`src/rtl/ddi_phase_scheduler.sv`:
```
// ddi_phase_scheduler
// Times the residency of each diverging-diamond FSM state, alternates the two
// normal phases and arbitrates east/west priority demand into PRIORITY phases.
// Two PRIORITY phases are never granted back to back.

module ddi_phase_scheduler #(
    parameter int ALL_RED_CYC    = 2,
    parameter int GREEN_CYC      = 30,
    parameter int YELLOW_CYC     = 4,
    parameter int PRIO_GREEN_CYC = 15,
    parameter int CNT_W          = 16
) (
    input  logic       clk,
    input  logic       rst,
    input  logic [3:0] state_in,
    input  logic       east_req,
    input  logic       west_req,
    input  logic       maint_req,
    output logic       timing_done,
    output logic [1:0] phase,
    output logic       sync,
    output logic       maintenance,
    output logic       east_served,
    output logic       west_served
);

    // FSM state codes
    localparam logic [3:0] ST_ALL_RED     = 4'd0;
    localparam logic [3:0] ST_P1_GREEN    = 4'd1;
    localparam logic [3:0] ST_P1_YELLOW   = 4'd2;
    localparam logic [3:0] ST_P2_GREEN    = 4'd3;
    localparam logic [3:0] ST_P2_YELLOW   = 4'd4;
    localparam logic [3:0] ST_EB_GREEN    = 4'd5;
    localparam logic [3:0] ST_EB_YELLOW   = 4'd6;
    localparam logic [3:0] ST_WB_GREEN    = 4'd7;
    localparam logic [3:0] ST_WB_YELLOW   = 4'd8;
    localparam logic [3:0] ST_MAINTENANCE = 4'd9;

    // phase / sync codes
    localparam logic [1:0] PH_1        = 2'd0;
    localparam logic [1:0] PH_2        = 2'd1;
    localparam logic [1:0] PH_PRIORITY = 2'd2;
    localparam logic       SY_EAST     = 1'b0;
    localparam logic       SY_WEST     = 1'b1;

    // Last residency index of each timed state (duration minus one)
    localparam logic [CNT_W-1:0] AR_LAST    = CNT_W'(ALL_RED_CYC - 1);
    localparam logic [CNT_W-1:0] GREEN_LAST = CNT_W'(GREEN_CYC - 1);
    localparam logic [CNT_W-1:0] YEL_LAST   = CNT_W'(YELLOW_CYC - 1);
    localparam logic [CNT_W-1:0] PRIO_LAST  = CNT_W'(PRIO_GREEN_CYC - 1);
    localparam logic [CNT_W-1:0] CNT_ONE    = {{(CNT_W-1){1'b0}}, 1'b1};
    localparam logic [CNT_W-1:0] CNT_MAX    = {CNT_W{1'b1}};

    logic [3:0]       prev_state_q;
    logic             first_q;
    logic [CNT_W-1:0] res_q, res_d;
    logic [CNT_W-1:0] r_s;
    logic [CNT_W-1:0] dur_last_s;
    logic             dur_vld_s;
    logic             entry_s;
    logic             decide_s;

    logic             east_pend_q, east_pend_d;
    logic             west_pend_q, west_pend_d;
    logic             last_norm_q, last_norm_d;   // 0: PHASE_1, 1: PHASE_2
    logic             last_prio_q, last_prio_d;
    logic             rr_q, rr_d;                 // 0: east next, 1: west next
    logic [1:0]       phase_q, phase_d;
    logic             sync_q, sync_d;
    logic             maint_q;
    logic             east_served_q, west_served_q;

    // first_q makes the first cycle out of reset an entry cycle
    assign entry_s  = first_q | (state_in != prev_state_q);
    assign r_s      = entry_s ? {CNT_W{1'b0}} : res_q;
    assign decide_s = entry_s & (state_in == ST_ALL_RED);

    // Residency duration lookup for the observed state
    always_comb begin
        dur_vld_s  = 1'b1;
        dur_last_s = {CNT_W{1'b0}};
        case (state_in)
            ST_ALL_RED:                 dur_last_s = AR_LAST;
            ST_P1_GREEN, ST_P2_GREEN:   dur_last_s = GREEN_LAST;
            ST_P1_YELLOW, ST_P2_YELLOW,
            ST_EB_YELLOW, ST_WB_YELLOW: dur_last_s = YEL_LAST;
            ST_EB_GREEN, ST_WB_GREEN:   dur_last_s = PRIO_LAST;
            ST_MAINTENANCE:             dur_vld_s  = 1'b0;
            default:                    dur_vld_s  = 1'b0;
        endcase
    end

    assign timing_done = dur_vld_s & ~maint_q & (r_s == dur_last_s);

    // Next residency index: held at zero during maintenance, saturating otherwise
    always_comb begin
        res_d = r_s;
        if (maint_q) begin
            res_d = {CNT_W{1'b0}};
        end else if (r_s != CNT_MAX) begin
            res_d = r_s + CNT_ONE;
        end else begin
            res_d = r_s;
        end
    end

    // Pending demand: clearing on green entry overrides a same-cycle request
    always_comb begin
        east_pend_d = east_pend_q;
        west_pend_d = west_pend_q;
        if (entry_s && (state_in == ST_EB_GREEN)) begin
            east_pend_d = 1'b0;
        end else if (east_req && (state_in != ST_EB_GREEN) && (state_in != ST_EB_YELLOW)) begin
            east_pend_d = 1'b1;
        end else begin
            east_pend_d = east_pend_q;
        end
        if (entry_s && (state_in == ST_WB_GREEN)) begin
            west_pend_d = 1'b0;
        end else if (west_req && (state_in != ST_WB_GREEN) && (state_in != ST_WB_YELLOW)) begin
            west_pend_d = 1'b1;
        end else begin
            west_pend_d = west_pend_q;
        end
    end

    // Phase decision taken on the ALL_RED entry cycle
    always_comb begin
        phase_d     = phase_q;
        sync_d      = sync_q;
        last_norm_d = last_norm_q;
        last_prio_d = last_prio_q;
        rr_d        = rr_q;
        if (decide_s) begin
            if ((east_pend_q || west_pend_q) && !last_prio_q) begin
                phase_d     = PH_PRIORITY;
                last_prio_d = 1'b1;
                if (east_pend_q && west_pend_q) begin
                    sync_d = rr_q ? SY_WEST : SY_EAST;
                    rr_d   = ~rr_q;
                end else if (east_pend_q) begin
                    sync_d = SY_EAST;
                end else begin
                    sync_d = SY_WEST;
                end
            end else begin
                phase_d     = last_norm_q ? PH_1 : PH_2;
                last_norm_d = ~last_norm_q;
                last_prio_d = 1'b0;
            end
        end else begin
            phase_d = phase_q;
        end
    end

    // State register for residency, arbitration and registered outputs
    always_ff @(posedge clk or posedge rst) begin
        if (rst) begin
            prev_state_q  <= ST_ALL_RED;
            first_q       <= 1'b1;
            res_q         <= {CNT_W{1'b0}};
            east_pend_q   <= 1'b0;
            west_pend_q   <= 1'b0;
            last_norm_q   <= 1'b1;
            last_prio_q   <= 1'b0;
            rr_q          <= 1'b0;
            phase_q       <= PH_1;
            sync_q        <= SY_EAST;
            maint_q       <= 1'b0;
            east_served_q <= 1'b0;
            west_served_q <= 1'b0;
        end else begin
            prev_state_q  <= state_in;
            first_q       <= 1'b0;
            res_q         <= res_d;
            east_pend_q   <= east_pend_d;
            west_pend_q   <= west_pend_d;
            last_norm_q   <= last_norm_d;
            last_prio_q   <= last_prio_d;
            rr_q          <= rr_d;
            phase_q       <= phase_d;
            sync_q        <= sync_d;
            maint_q       <= maint_req;
            east_served_q <= entry_s & (state_in == ST_EB_GREEN);
            west_served_q <= entry_s & (state_in == ST_WB_GREEN);
        end
    end

    assign phase       = phase_q;
    assign sync        = sync_q;
    assign maintenance = maint_q;
    assign east_served = east_served_q;
    assign west_served = west_served_q;

endmodule

```
`config.mk`:
```
export PLATFORM = sky130hd
export DESIGN_NAME = ddi_phase_scheduler
export DESIGN_NICKNAME = d
export VERILOG_FILES = /design/src/rtl/ddi_phase_scheduler.sv
export SDC_FILE = /design/constraint.sdc
export NUM_CORES = 1
export LEC_CHECK = 0
export ABC_AREA = 1
export CORE_ASPECT_RATIO = 1.5
export CORE_UTILIZATION = 58
export CTS_CLUSTER_SIZE = 25
export DETAILED_ROUTE_END_ITERATION = 8
export PLACE_DENSITY = 0.79
export SYNTH_ARGS = -nofsm -noshare
export SYNTH_HDL_FRONTEND = slang
export SYNTH_SLANG_ARGS = --single-unit
```
`constraint.sdc`:
```
create_clock -name clk -period 2.9 [get_ports clk]
set_input_delay 0.29 -clock clk [delete_from_list [all_inputs] [get_ports clk]]
set_output_delay 0.29 -clock clk [all_outputs]
set_load 0.02 [all_outputs]
```
==> metrics.md, run 1 <==
| Metric | Value |
|---|---|
| Pwr Total | `approximately 0.0010 W` |
| I/O pin count | `16` |
| Outcome | `finished clean` |
| Top reg by flops | `res_q` |
| Mean Syn Cell Area | `approximately 7.4 sq um` |
| Clock buffer depth | `2` |
| Die Footprint | `roughly 3800 sq um` |
| Highest metal used | `met4` |
| CTS Buf Count | `5` |
| Crit Path Category | `input pin to primary output` |
| Critical Path Source Type | `input pin` |
| # nets final | `326` |
| Clock latency on the worst-skew pair | `about 290 ps` |
| Maxcap violations | `0` |
| Sequential Power Share | `0.494` |
| Seq/Total Area, Yosys | `0.380` |
| Routed len/inst | `between 10 and 15 um` |
| Gr usage total | `0.311` |
| HPWL Detailed | `approximately 4200 um` |
| DR pass1 iterations | `4` |
| Clock Sinks | `31` |
| Commonest non-fill, non-tap cell in the layout | `nand2_1` |
| Final design utilization | `0.731` |
| Net count after synthesis | `about 290` |
| Net switching fraction of the power | `0.290` |
| Vias in the first global route | `between 1.5k and 2k` |
| Worst Tran Pin Value | `a little under 600 ps` |
| Yosys warns | `0` |
| Vias | `~1.9k` |
| Initial antenna violation count | `0` |
| Die width | `50.5 um` |
| Routability cong. | `0.935` |
| Met1 wire length | `1940 um` |
| CTS tree | `yes` |
| Max FFs per register | `16` |
| Total Wirelength | `around 5200 um` |
| Peak Freq | `around 370 MHz` |
| Cell Area, Synth | `2050 sq um` |
| Grt total ovfl | `0` |
| Worst path required time | `2610 ps` |
| Max FO, Critical Path | `8` |
| Post-Synthesis Cells | `between 200 and 300` |
| Row count | `26` |
| Post-route cell area | `2470 sq um` |
| Most frequent cells in the layout | `nand2_1, inv_1, nor2_1, dfrtp_1, buf_4` |
| Fillers | `around 290` |
| Final number of setup-violating endpoints | `0` |
| Number of enable-type register cells in the synthesized netlist | `0` |
| Count of cell types in the netlist | `33` |
| Crit path DAT | `about 2400 ps` |
| Internal power | `just over 0.0007 W` |
| Drt drc | `0` |
| Port buffer count | `15` |
| Share of layout cells above drive strength 1 | `0.218` |
| Ys flop type | `dfrtp_1` |
| Clock-pin slew on the worst setup and hold paths | `roughly 70 ps` |
| Setup bufs post-CTS | `0` |
| Met2 WL post-DR | `between 2000 and 3000 um` |
| Post-Layout Cell Count | `about 360` |
| Cell count after placement | `351` |
| Number of diodes | `0` |
| Logic pwr share | `0.172` |
| Min cycle time layout | `between 2000 and 3000 ps` |
| Drt first-iter violations | `60` |
| Post-route ant nets | `0` |
| RSZ-0062 raised after global routing | `no` |
| Post-synthesis register bit count | `31` |
| DIE HEIGHT | `74.8 um` |
| Core area | `3380 sq um` |
| Max IR drop VDD | `approximately 0.34 mV` |
| Switching power | `0.000291 W` |
| Via density per instance | `between 5 and 6` |
| Root buf cell | `clkbuf_8` |
| H-Tree Depth | `2` |
| Leak pwr | `between 1 and 1.5 nW` |
| FFs w/ async S/R, synth | `1.00` |
| WL met3 | `approximately 150 um` |
| Post-CTS Hold Buffers | `0` |
| Area Overhead vs Synth | `20.8%` |
| Starting Density | `0.605` |
| Area after DPL | `2380 sq um` |
| Clk_skew | `between 8 and 9 ps` |
| Pwr/cell area | `between 400 and 500 nW/um^2` |
| Largest net degree at the start of global routing | `18` |
| Critical path capture point type | `primary output` |
| Final Hold Viols | `0` |
| Tcrit/Tclk final | `0.923` |
| Clock network power share | `0.334` |
| Rel. slew slack | `0.611` |
| Slew Viols, Final | `0` |
| Top Registers | `res_q: 16 flops, prev_state_q: 4 flops` |
| First-pass GRT wire length | `8510 um` |
| Hold Crit Class | `input pin to asynchronous set/reset pin` |
power by group through the flow:
| stage | Clock, W | Combinational, W | Sequential (W) |
|---|---|---|---|
| global route | 0.000355 | 0.000187 | 0.000500 |
| floorplan | 0 | 0.0000894 | 0.000513 |
| detailed placement | 0 | 0.000173 | 0.000504 |
| CTS | 0.000347 | 0.000173 | 0.000497 |
| finish | 0.000336 | 0.000172 | 0.000497 |
| global placement | 0 | 0.000166 | 0.000501 |
repair_timing:
item	CTS	global route
endpoints found under the hold margin	0	0
endpoints found under the setup margin	1	0
gates resized for setup	1	0
routing by layer:
layer / up-vias / GRT usage
met3: 29 / 0.0505
met2: 58 / 0.596
li1: 944 / -
met5: - / 0
met4: 0 / 0.213
met1: 877 / 0.298
area by class of cell:
cell class              instances  area (sq um)  area share
multi-input cells             194          1050       0.427
clock buffers                   5          68.8      0.0278
flip-flops and latches         31           778       0.315
repair buffers                 39           329       0.133
well taps                      42          52.6      0.0213
inverters                      45           169      0.0683
clock inverters                 3          20.0     0.00810
through the flow:
stage	worst slack, ps	setup TNS [ps]	hold slack (ps)
floorplan	811	0	321
global placement	63.2	0	457
detailed placement	-1.91	-1.91	463
CTS	260	0	377
global route	125	0	436
finish	224	0	356
critical path: stages:
cell             delay (ps)
clkdlybuf4s50_1         540
inv_2                    60
nand2_1                  60
nand2_1                 120
nor2_8                  140
nand3_4                 160
nor2_1                  240
xor2_1                  200
nand3_1                 100
nor2_1                  140
dlygate4sd2_1           350
cell usage after synthesis, types with 3 or more instances:
cell / n / area share
nor2_2: 7 / 0.021
nand2_1: 63 / 0.12
nand3_1: 15 / 0.037
nor2_1: 39 / 0.072
nand2_2: 3 / 0.0092
inv_1: 41 / 0.075
o21ai_0: 6 / 0.015
nand4_1: 10 / 0.031
nor2_4: 4 / 0.022
xor2_1: 8 / 0.034
inv_2: 4 / 0.0073
nand3_2: 3 / 0.015
buf_6: 3 / 0.017
nor3_1: 6 / 0.015
a21oi_1: 8 / 0.020
dfrtp_1: 29 / 0.35
a21oi_2: 7 / 0.030
final timing paths:
check                           startpoint           to  slack (ps)  cells after the start
min                                    rst    res_q[15]         360                      2
max reg2reg                prev_state_q[0]     res_q[1]         560                     14
min in group clk                 maint_req  maintenance         460                      1
min reg2reg                           rr_q         rr_q         470                      1
max in group asynchronous              rst      first_q        1820                      3
max                            state_in[2]  timing_done         220                     11
logic make-up (layout without fill, tap and decap cells):
logic type | Yosys count | in the layout | share of synthesized area
AO/OA/AOI/OAI | 24 | 24 | 0.0752
XOR/XNOR | 10 | 10 | 0.0428
adder cells (fa/ha/maj) | 1 | 1 | 0.00611
buffers and inverters | 50 | 92 | 0.105
flip-flops | 31 | 31 | 0.380
other | 1 | 1 | 0.00183
AND/OR/NAND/NOR | 158 | 158 | 0.389
Note: power is estimated with default switching activity, not from simulation.
==> run 2: changes to the inputs <==
SLEW_MARGIN = 20   (was not set)
==> results of run 2 <==
No change in the layout: final DEF, timing and power equal those of run 1.
